<file path="config.mk">
export PLATFORM = sky130hd
export DESIGN_NAME = svc_sim_lifecycle_mon
export DESIGN_NICKNAME = d
export VERILOG_FILES = /design/src/rtl/svc_sim_lifecycle_mon.sv
export SDC_FILE = /design/constraint.sdc
export NUM_CORES = 1
export LEC_CHECK = 0
export ABC_AREA = 0
export CORE_ASPECT_RATIO = 1.5
export CORE_MARGIN = 2
export CORE_UTILIZATION = 40
export DETAILED_ROUTE_END_ITERATION = 10
export SYNTH_ARGS = -nofsm -noshare
export SYNTH_HDL_FRONTEND = slang
export SYNTH_SLANG_ARGS = --single-unit
</file>
<file path="constraint.sdc">
create_clock -name clk -period 6.07 [get_ports clk]
set_clock_uncertainty 0.15 [all_clocks]
set_input_delay 0.607 -clock clk [delete_from_list [all_inputs] [get_ports clk]]
set_output_delay 0.607 -clock clk [all_outputs]
set_load 0.01 [all_outputs]
</file>
<file path="src/rtl/svc_sim_lifecycle_mon.sv">
// Run-lifecycle monitor: classifies a simulation run as PASS/FAIL/TRAP/TIMEOUT and
// raises done only after the UART transmitter has drained.
//   state   | meaning
//   S_IDLE  | waiting for en, outputs cleared
//   S_RUN   | counting cycles, watching events and watchdogs
//   S_DRAIN | result latched, waiting for tx idle or drain cap
//   S_DONE  | result final, held until reset
module svc_sim_lifecycle_mon #(
    parameter int                NUM_CH          = 1,
    parameter int                WATCHDOG_CYCLES = 1_000_000,
    parameter int                CNT_W           = 32,
    parameter int                ADDR_W          = 32,
    parameter int                DATA_W          = 32,
    parameter logic [ADDR_W-1:0] TOHOST_ADDR     = 32'h0000_1000,
    parameter int                DRAIN_CYCLES    = 1024,
    parameter int                DRAIN_MAX       = 65536
) (
    input  logic              clk,
    input  logic              rst_n,
    input  logic              en,
    input  logic [NUM_CH-1:0] ch_en,
    input  logic [NUM_CH-1:0] kick,
    input  logic              halt,
    input  logic              trap,
    input  logic              mmio_wr_valid,
    input  logic [ADDR_W-1:0] mmio_wr_addr,
    input  logic [DATA_W-1:0] mmio_wr_data,
    input  logic              tx_busy,
    output logic              running,
    output logic              done,
    output logic [2:0]        status,
    output logic [DATA_W-2:0] exit_code,
    output logic [NUM_CH-1:0] timeout_ch,
    output logic [CNT_W-1:0]  cycles
);
    localparam logic [2:0] ST_NONE    = 3'd0;
    localparam logic [2:0] ST_PASS    = 3'd1;
    localparam logic [2:0] ST_FAIL    = 3'd2;
    localparam logic [2:0] ST_TRAP    = 3'd3;
    localparam logic [2:0] ST_TIMEOUT = 3'd4;

    localparam int DRAIN_TOP = (DRAIN_CYCLES > DRAIN_MAX) ? DRAIN_CYCLES : DRAIN_MAX;
    localparam int DW        = $clog2(DRAIN_TOP + 1);

    typedef enum logic [1:0] {S_IDLE, S_RUN, S_DRAIN, S_DONE} state_t;

    state_t            state;
    logic [CNT_W-1:0]  wd_cnt [NUM_CH];
    logic [DW-1:0]     idle_cnt;
    logic [DW-1:0]     drain_cnt;
    logic [NUM_CH-1:0] expire;
    logic              tohost_hit;
    logic              any_event;
    logic [DW-1:0]     idle_nxt;
    logic [DW-1:0]     drain_nxt;

    always_comb begin
        expire = '0;
        for (int i = 0; i < NUM_CH; i++) begin
            expire[i] = ch_en[i] && !kick[i] && (wd_cnt[i] == CNT_W'(WATCHDOG_CYCLES - 1));
        end
    end

    // Only an odd tohost value is an exit request; even values are console traffic.
    assign tohost_hit = mmio_wr_valid && (mmio_wr_addr == TOHOST_ADDR) && mmio_wr_data[0];
    assign any_event  = trap || tohost_hit || halt || (|expire);
    assign idle_nxt   = tx_busy ? '0 : idle_cnt + DW'(1);
    assign drain_nxt  = drain_cnt + DW'(1);

    always_ff @(posedge clk or negedge rst_n) begin
        if (!rst_n) begin
            state      <= S_IDLE;
            running    <= 1'b0;
            done       <= 1'b0;
            status     <= ST_NONE;
            exit_code  <= '0;
            timeout_ch <= '0;
            cycles     <= '0;
            idle_cnt   <= '0;
            drain_cnt  <= '0;
            for (int i = 0; i < NUM_CH; i++) wd_cnt[i] <= '0;
        end else begin
            case (state)
                S_IDLE: begin
                    if (en) begin
                        state     <= S_RUN;
                        running   <= 1'b1;
                        cycles    <= '0;
                        idle_cnt  <= '0;
                        drain_cnt <= '0;
                        for (int i = 0; i < NUM_CH; i++) wd_cnt[i] <= '0;
                    end
                end
                S_RUN: begin
                    if (cycles != '1) cycles <= cycles + CNT_W'(1);
                    for (int i = 0; i < NUM_CH; i++) begin
                        wd_cnt[i] <= (kick[i] || !ch_en[i]) ? '0 : wd_cnt[i] + CNT_W'(1);
                    end
                    if (trap) begin
                        status    <= ST_TRAP;
                        exit_code <= '0;
                    end else if (tohost_hit) begin
                        exit_code <= mmio_wr_data[DATA_W-1:1];
                        status    <= (mmio_wr_data[DATA_W-1:1] == '0) ? ST_PASS : ST_FAIL;
                    end else if (halt) begin
                        status    <= ST_PASS;
                        exit_code <= '0;
                    end else if (|expire) begin
                        status     <= ST_TIMEOUT;
                        timeout_ch <= expire;
                    end
                    if (any_event) begin
                        state   <= S_DRAIN;
                        running <= 1'b0;
                    end
                end
                S_DRAIN: begin
                    idle_cnt  <= idle_nxt;
                    drain_cnt <= drain_nxt;
                    if ((idle_nxt == DW'(DRAIN_CYCLES)) || (drain_nxt == DW'(DRAIN_MAX))) begin
                        state <= S_DONE;
                        done  <= 1'b1;
                    end
                end
                S_DONE: begin
                    state <= S_DONE;
                end
                default: state <= S_IDLE;
            endcase
        end
    end
endmodule

</file>
==> impl_metrics.ini, run 1 <==
[power]
leakage_uw = 0.00390
ir_drop_uv = 129
powerDensity_mw_per_mm2 = 255

[sta]
drv_slew = 0
fin_crit_sh_pct = 46.1
fmax_ghz = 0.358
setup_viol = 0
rsz0062_at_grt = false
finalCriticalPeriod_ns = 2.80
slew_headroom_pct = 33.8
worst_slack_ns = 3.27
worst_pin_slew_ns = 0.984
hold_viol = 0
tns_ns = 0

[drt]
num_vias = 6551
first_iter_violations = 385
dr.max_layer_used = met4
ant_nets = 0
vias_per_cell = 5.51
wl_met1_microns = 8090
met2_length_microns = 9880
first_pass_iters = 5
drc_errors = 0
met3_length_microns = 910
wl_microns = 19200
routedWlPerCell_microns = 16.1

[floorplanning]
floorplan.rows = 60
initial_core_util_pct = 40.7
core-area_sq_mm = 0.0179
die_x_microns = 114
io_pins = 142
dieArea_sq_mm = 0.0193
die_h_microns = 169

[clocking]
htreeDepth = 4
clock_path_buffers = 2
cts_setup_buffers = 0
cts_resized = 0
cts.sinks = 137
cts-root-buf = clkbuf_16
cts_hold_buffers = 0
cts_tree = yes
cts_made_buffers = 17
clkTransAtPathRegs_ns = 0.06
insertion_delay_ns = 0.43

[logic_synthesis]
synth_area_per_cell_sq_um = 8.67
synthArstFlopShare_pct = 100
syn-instance-count = 838
netlist_top_cells_count = 137 x dfrtp_1, 137 x nand2_1, 131 x o21ai_0, 90 x nor2_1, 39 x clkbuf_1
yosysSeqAreaShare_pct = 47.2
yosysWarnings = 0
synthesis.area_sq_mm = 0.00727
ys_ff_latch = 137
synth_top_cell_area_share_pct = 47.2
ys.flop_type = dfrtp_1
yosys.cell_types.count = 60
syn_nets = 915
yosys-top-cells-area = dfrtp_1 47%, o21ai_0 9.0%, nand2_1 7.1%
synth-edff-count = 0
yosys.area.top_type = dfrtp_1

[global_route]
antenna_found_initial = 0
grt_max_degree = 92
grt_pass1_wl_microns = 32700
gr-total-overflow = 0
grt_pass1_vias = 6537
grt_usage_pct = 21.1

[place]
hpwl_microns = 13100
numPortBuffers = 141
place_congestion = 0.781
pre_cts_slack_ns = 2.83

[worst_setup_path]
cpPeakStageDelay_ns = 0.53
cp_cell_sequence = clkdlybuf4s50_1, nor3b_2, buf_4, nor4b_2, nand2_1, nand4_1, xor2_1, nor2_1
required_ns = 6.22
start_kind = input port
cp_slowest_cell = nor4b_2
path_max_fanout = 34
worstSetupPathType = input port to flop
end_kind = flop
reg2reg_depth = 8
crit_arrival_ns = 2.95
rrSetupSlack_ns = 3.29

[final_layout]
area_growth_pct = 29.7
fin_nets = 1037
antenna_cells = 0
num-fill-cells = 1690
layout-drive-gt1-share_pct = 6.17

[min_path]
min-delay-path-class = input port to async pin

[outcome]
status = complete, no violations

[job]
cap_violations = 0
-- routing by layer --
metal,track usage (%),vias up
li1,-,3262
met1,26.3,3132
met2,35.7,136
met3,5.12,21
met4,7.21,0
met5,0,-
-- worst max-delay path: cells and delay by family --
family / cells / cell delay, ns
AND/OR/NAND/NOR: 5 / 1.43
XOR/XNOR: 1 / 0.16
buffers and inverters: 2 / 0.74
-- final cells by class --
cell class | instances | area [sq um] | share of cell area, %
multi-input cells | 648 | 3630 | 38.5
flip-flops and latches | 137 | 3430 | 36.4
well taps | 217 | 272 | 2.88
repair buffers | 150 | 1480 | 15.7
inverters | 6 | 22.5 | 0.239
clock inverters | 8 | 118 | 1.25
clock buffers | 24 | 482 | 5.11
-- final timing paths --
check | endpoint | from
worst max-delay path | cycles[8] | en
worst min-delay path | exit_code[23] | rst_n
worst max register to register | state[0] | idle_cnt[1]
worst min register to register | timeout_ch | timeout_ch
max in group asynchronous | exit_code[20] | rst_n
min in group clk | timeout_ch | timeout_ch
-- power breakdown --
part / total [uW] / internal [uW] / switching, uW
logic: 337 / 146 / 190
clock network: 1060 / 676 / 387
registers: 1000 / 952 / 52.3
-- kinds of logic after synthesis --
kind of cell,after synthesis,synth area share [%]
AND/OR/NAND/NOR,399,27.6
AO/OA/AOI/OAI,206,16.7
flip-flops,137,47.2
buffers and inverters,53,3.17
XOR/XNOR,39,4.70
adder cells (fa/ha/maj),4,0.688
-- state kept, by name (all words and copies together) (netlist names) --
| name | flops |
|---|---|
| cycles | 32 |
| done | 1 |
| drain_cnt | 17 |
| exit_code | 31 |
| idle_cnt | 17 |
| running | 1 |
| state | 2 |
| status | 3 |
| timeout_ch | 1 |
| wd_cnt | 32 |
-- stage by stage --
stage               std cells  utilization (%)  instance area, sq um  hold slack, ns  power [uW]
global placement         1158             49.4                  8830           0.291        1360
global route             1190             52.8                  9430           0.193        2520
finish                   1190             52.8                  9430          0.0951        2400
CTS                      1190             52.8                  9430           0.142        2430
floorplan                 838                -                  7270           0.161        1190
detailed placement       1158             49.4                  8830           0.297        1360
-- placed cells by master, fill, tap and decap left out, drive strengths merged, types with 3 or more instances in the layout --
| cell type | instances |
|---|---|
| o211a | 3 |
| a21o | 5 |
| nand3 | 30 |
| nor4b | 4 |
| nor2 | 90 |
| a211o | 3 |
| nand4 | 33 |
| nand2b | 5 |
| a31oi | 19 |
| o31ai | 10 |
| and4 | 6 |
| a21oi | 12 |
| nand2 | 138 |
| a22o | 4 |
| o21ai | 131 |
| and2 | 10 |
| nand3b | 4 |
| buf | 10 |
| dfrtp | 137 |
| o22ai | 3 |
| xnor2 | 10 |
| and3 | 21 |
| clkdlybuf4s50 | 140 |
| inv | 6 |
| clkinv | 4 |
| bufinv | 3 |
| nor3b | 6 |
| xor2 | 29 |
| o41ai | 5 |
| nor3 | 12 |
| ha | 4 |
| nor4 | 29 |
| clkbuf | 24 |
| or3 | 5 |
Note: power is estimated with default switching activity, not from simulation.
==> inputs of run 2 (changes only) <==
- clock period: 6.07 -> 2.8 ns (I/O delays scaled with it)
==> run 2 against run 1 <==
Net effect: die area unchanged; critical path depth decreased by 1; global-route usage increased by 0.25 points; sequential cell count unchanged; first-iteration DRC count decreased by 15%.
==> impl_metrics.ini, run 2 (synthesis results as in run 1) <==
[floorplanning]
core-area_sq_mm = 0.0179
die_h_microns = 169
dieArea_sq_mm = 0.0193
floorplan.rows = 60
die_x_microns = 114
io_pins = 142
initial_core_util_pct = 40.7

[sta]
drv_slew = 0
finalCriticalPeriod_ns = 2.50
slew_headroom_pct = 55.5
tns_ns = 0
fmax_ghz = 0.400
rsz0062_at_grt = false
worst_pin_slew_ns = 0.668
fin_crit_sh_pct = 89.2
worst_slack_ns = 0.302
holdWs_ns = 0.283
setup_viol = 0
hold_viol = 0

[drt]
num_vias = 6609
first_iter_violations = 327
first_pass_iters = 4
vias_per_cell = 5.45
wl_microns = 19400
ant_nets = 0
drc_errors = 0
routedWlPerCell_microns = 16.0

[power]
p_clk_share_pct = 43.4
p_sw_share_pct = 28.1
powerDensity_mw_per_mm2 = 538
seqPwrFrac_pct = 41.7
p_sw_uw = 1460
combinationalPowerShare_pct = 14.9
p_int_uw = 3740
ir_drop_uv = 315
leakage_uw = 0.00401

[worst_setup_path]
required_ns = 2.94
crit_arrival_ns = 2.64
worstSetupPathType = flop to flop
start_kind = flop
path_max_fanout = 9
end_kind = flop

[clocking]
htreeDepth = 4
cts.sinks = 137
cts_made_buffers = 17
clock_path_buffers = 2
cts_tree = yes
insertion_delay_ns = 0.42
cts-root-buf = clkbuf_16
cts_setup_buffers = 0
clkTransAtPathRegs_ns = 0.06

[final_layout]
mostFrequentLayoutCells = 140 x clkdlybuf4s50_1, 137 x nand2_1, 137 x dfrtp_1, 131 x o21ai_0, 89 x nor2_1
reg_top3 = cycles (32), wd_cnt (32), exit_code (31)
layout-drive-gt1-share_pct = 8.54
layoutNonFillerInstCount = 1213
final_common_cell = clkdlybuf4s50_1
area_growth_pct = 32.8
num-fill-cells = 1695
fin_nets = 1059

[job]
cap_violations = 0

[global_route]
grt_usage_pct = 21.4
grt_pass1_wl_microns = 33100
grt_pass1_vias = 6588
gr-total-overflow = 0
antenna_found_initial = 1
grt_max_degree = 67

[place]
place_congestion = 0.840
numPortBuffers = 141
pre_cts_slack_ns = 0.222
hpwl_microns = 13900
placedCellCount = 1179

[min_path]
min-delay-path-class = input port to flop

[outcome]
status = complete, no violations
-- run 2: cell types whose count changed in the layout (fill, tap and decap cells not counted), sizes merged --
| cell | delta |
|---|---|
| clkbuf | -7 |
| bufinv | -1 |
| clkinvlp | +3 |
| diode | +1 |
| buf | +21 |
| inv | +3 |
| clkinv | +2 |
| dlygate4sd3 | +1 |
-- run 2: power by group through the flow --
stage	Combinational (uW)	Clock [uW]	Sequential [uW]
3_5_place_dp	785	0	2200
5_1_grt	879	2400	2180
2_1_floorplan	386	0	2180
3_3_place_gp	784	0	2200
4_1_cts	792	2310	2160
6_report	772	2260	2170
-- run 2: final timing paths --
path,endpoint,slack [ns],cells after the start,from
max,cycles[3],0.30,7,cycles[9]
min,exit_code[22],0.28,3,mmio_wr_data[23]
max reg2reg,cycles[3],0.30,7,cycles[9]
min reg2reg,exit_code[23],0.33,2,exit_code[23]
max in group asynchronous,cycles[16],1.51,3,rst_n
min in group asynchronous,exit_code[27],0.29,2,rst_n
-- run 2: repair_timing --
| action | in CTS | in global routing |
|---|---|---|
| endpoints found under the setup margin | 0 | 2 |
| hold endpoints to repair | 63 | 0 |
| hold buffers | 1 | 0 |
| gates resized for setup | 0 | 1 |
-- run 2: critical path, cell delays in order, from the launching register on --
cell and delay [ns]:
dfrtp_1 0.44, and4_1 0.30, nand4_2 0.22, nor4_4 0.48, and3_1 0.41, or3_1 0.18
xor2_1 0.14, nor2_1 0.05
-- run 2: metal layers --
metal  GRT usage (%)  routed length [microns]  up-vias
li1                -                        -     3293
met1            25.4                     7870     3165
met2            37.6                    10200      129
met3            5.12                      931       22
met4            7.16                      351        0
met5               0                        0        -
-- run 2: final cells by class --
type	instances	area (sq um)	share of cell area, %
inverters	6	22.5	0.233
diodes	1	2.50	0.0259
multi-input cells	648	3630	37.7
clock buffers	17	425	4.41
repair buffers	172	1700	17.6
flip-flops and latches	137	3430	35.5
well taps	217	272	2.81
clock inverters	15	169	1.75
-- run 2: stage by stage --
step	cell area [sq um]	power (uW)	util, %
after floorplan	7270	2570	-
after global placement	9040	2980	50.6
after detailed placement	9040	2980	50.6
after CTS	9640	5260	54.0
after global routing	9650	5460	54.0
final	9650	5190	54.0
==> inputs of run 3 (changes only) <==
- HOLD_SLACK_MARGIN: unset -> 0.02
==> results of run 3 <==
Final layout, timing and power as in run 2 (identical DEF).
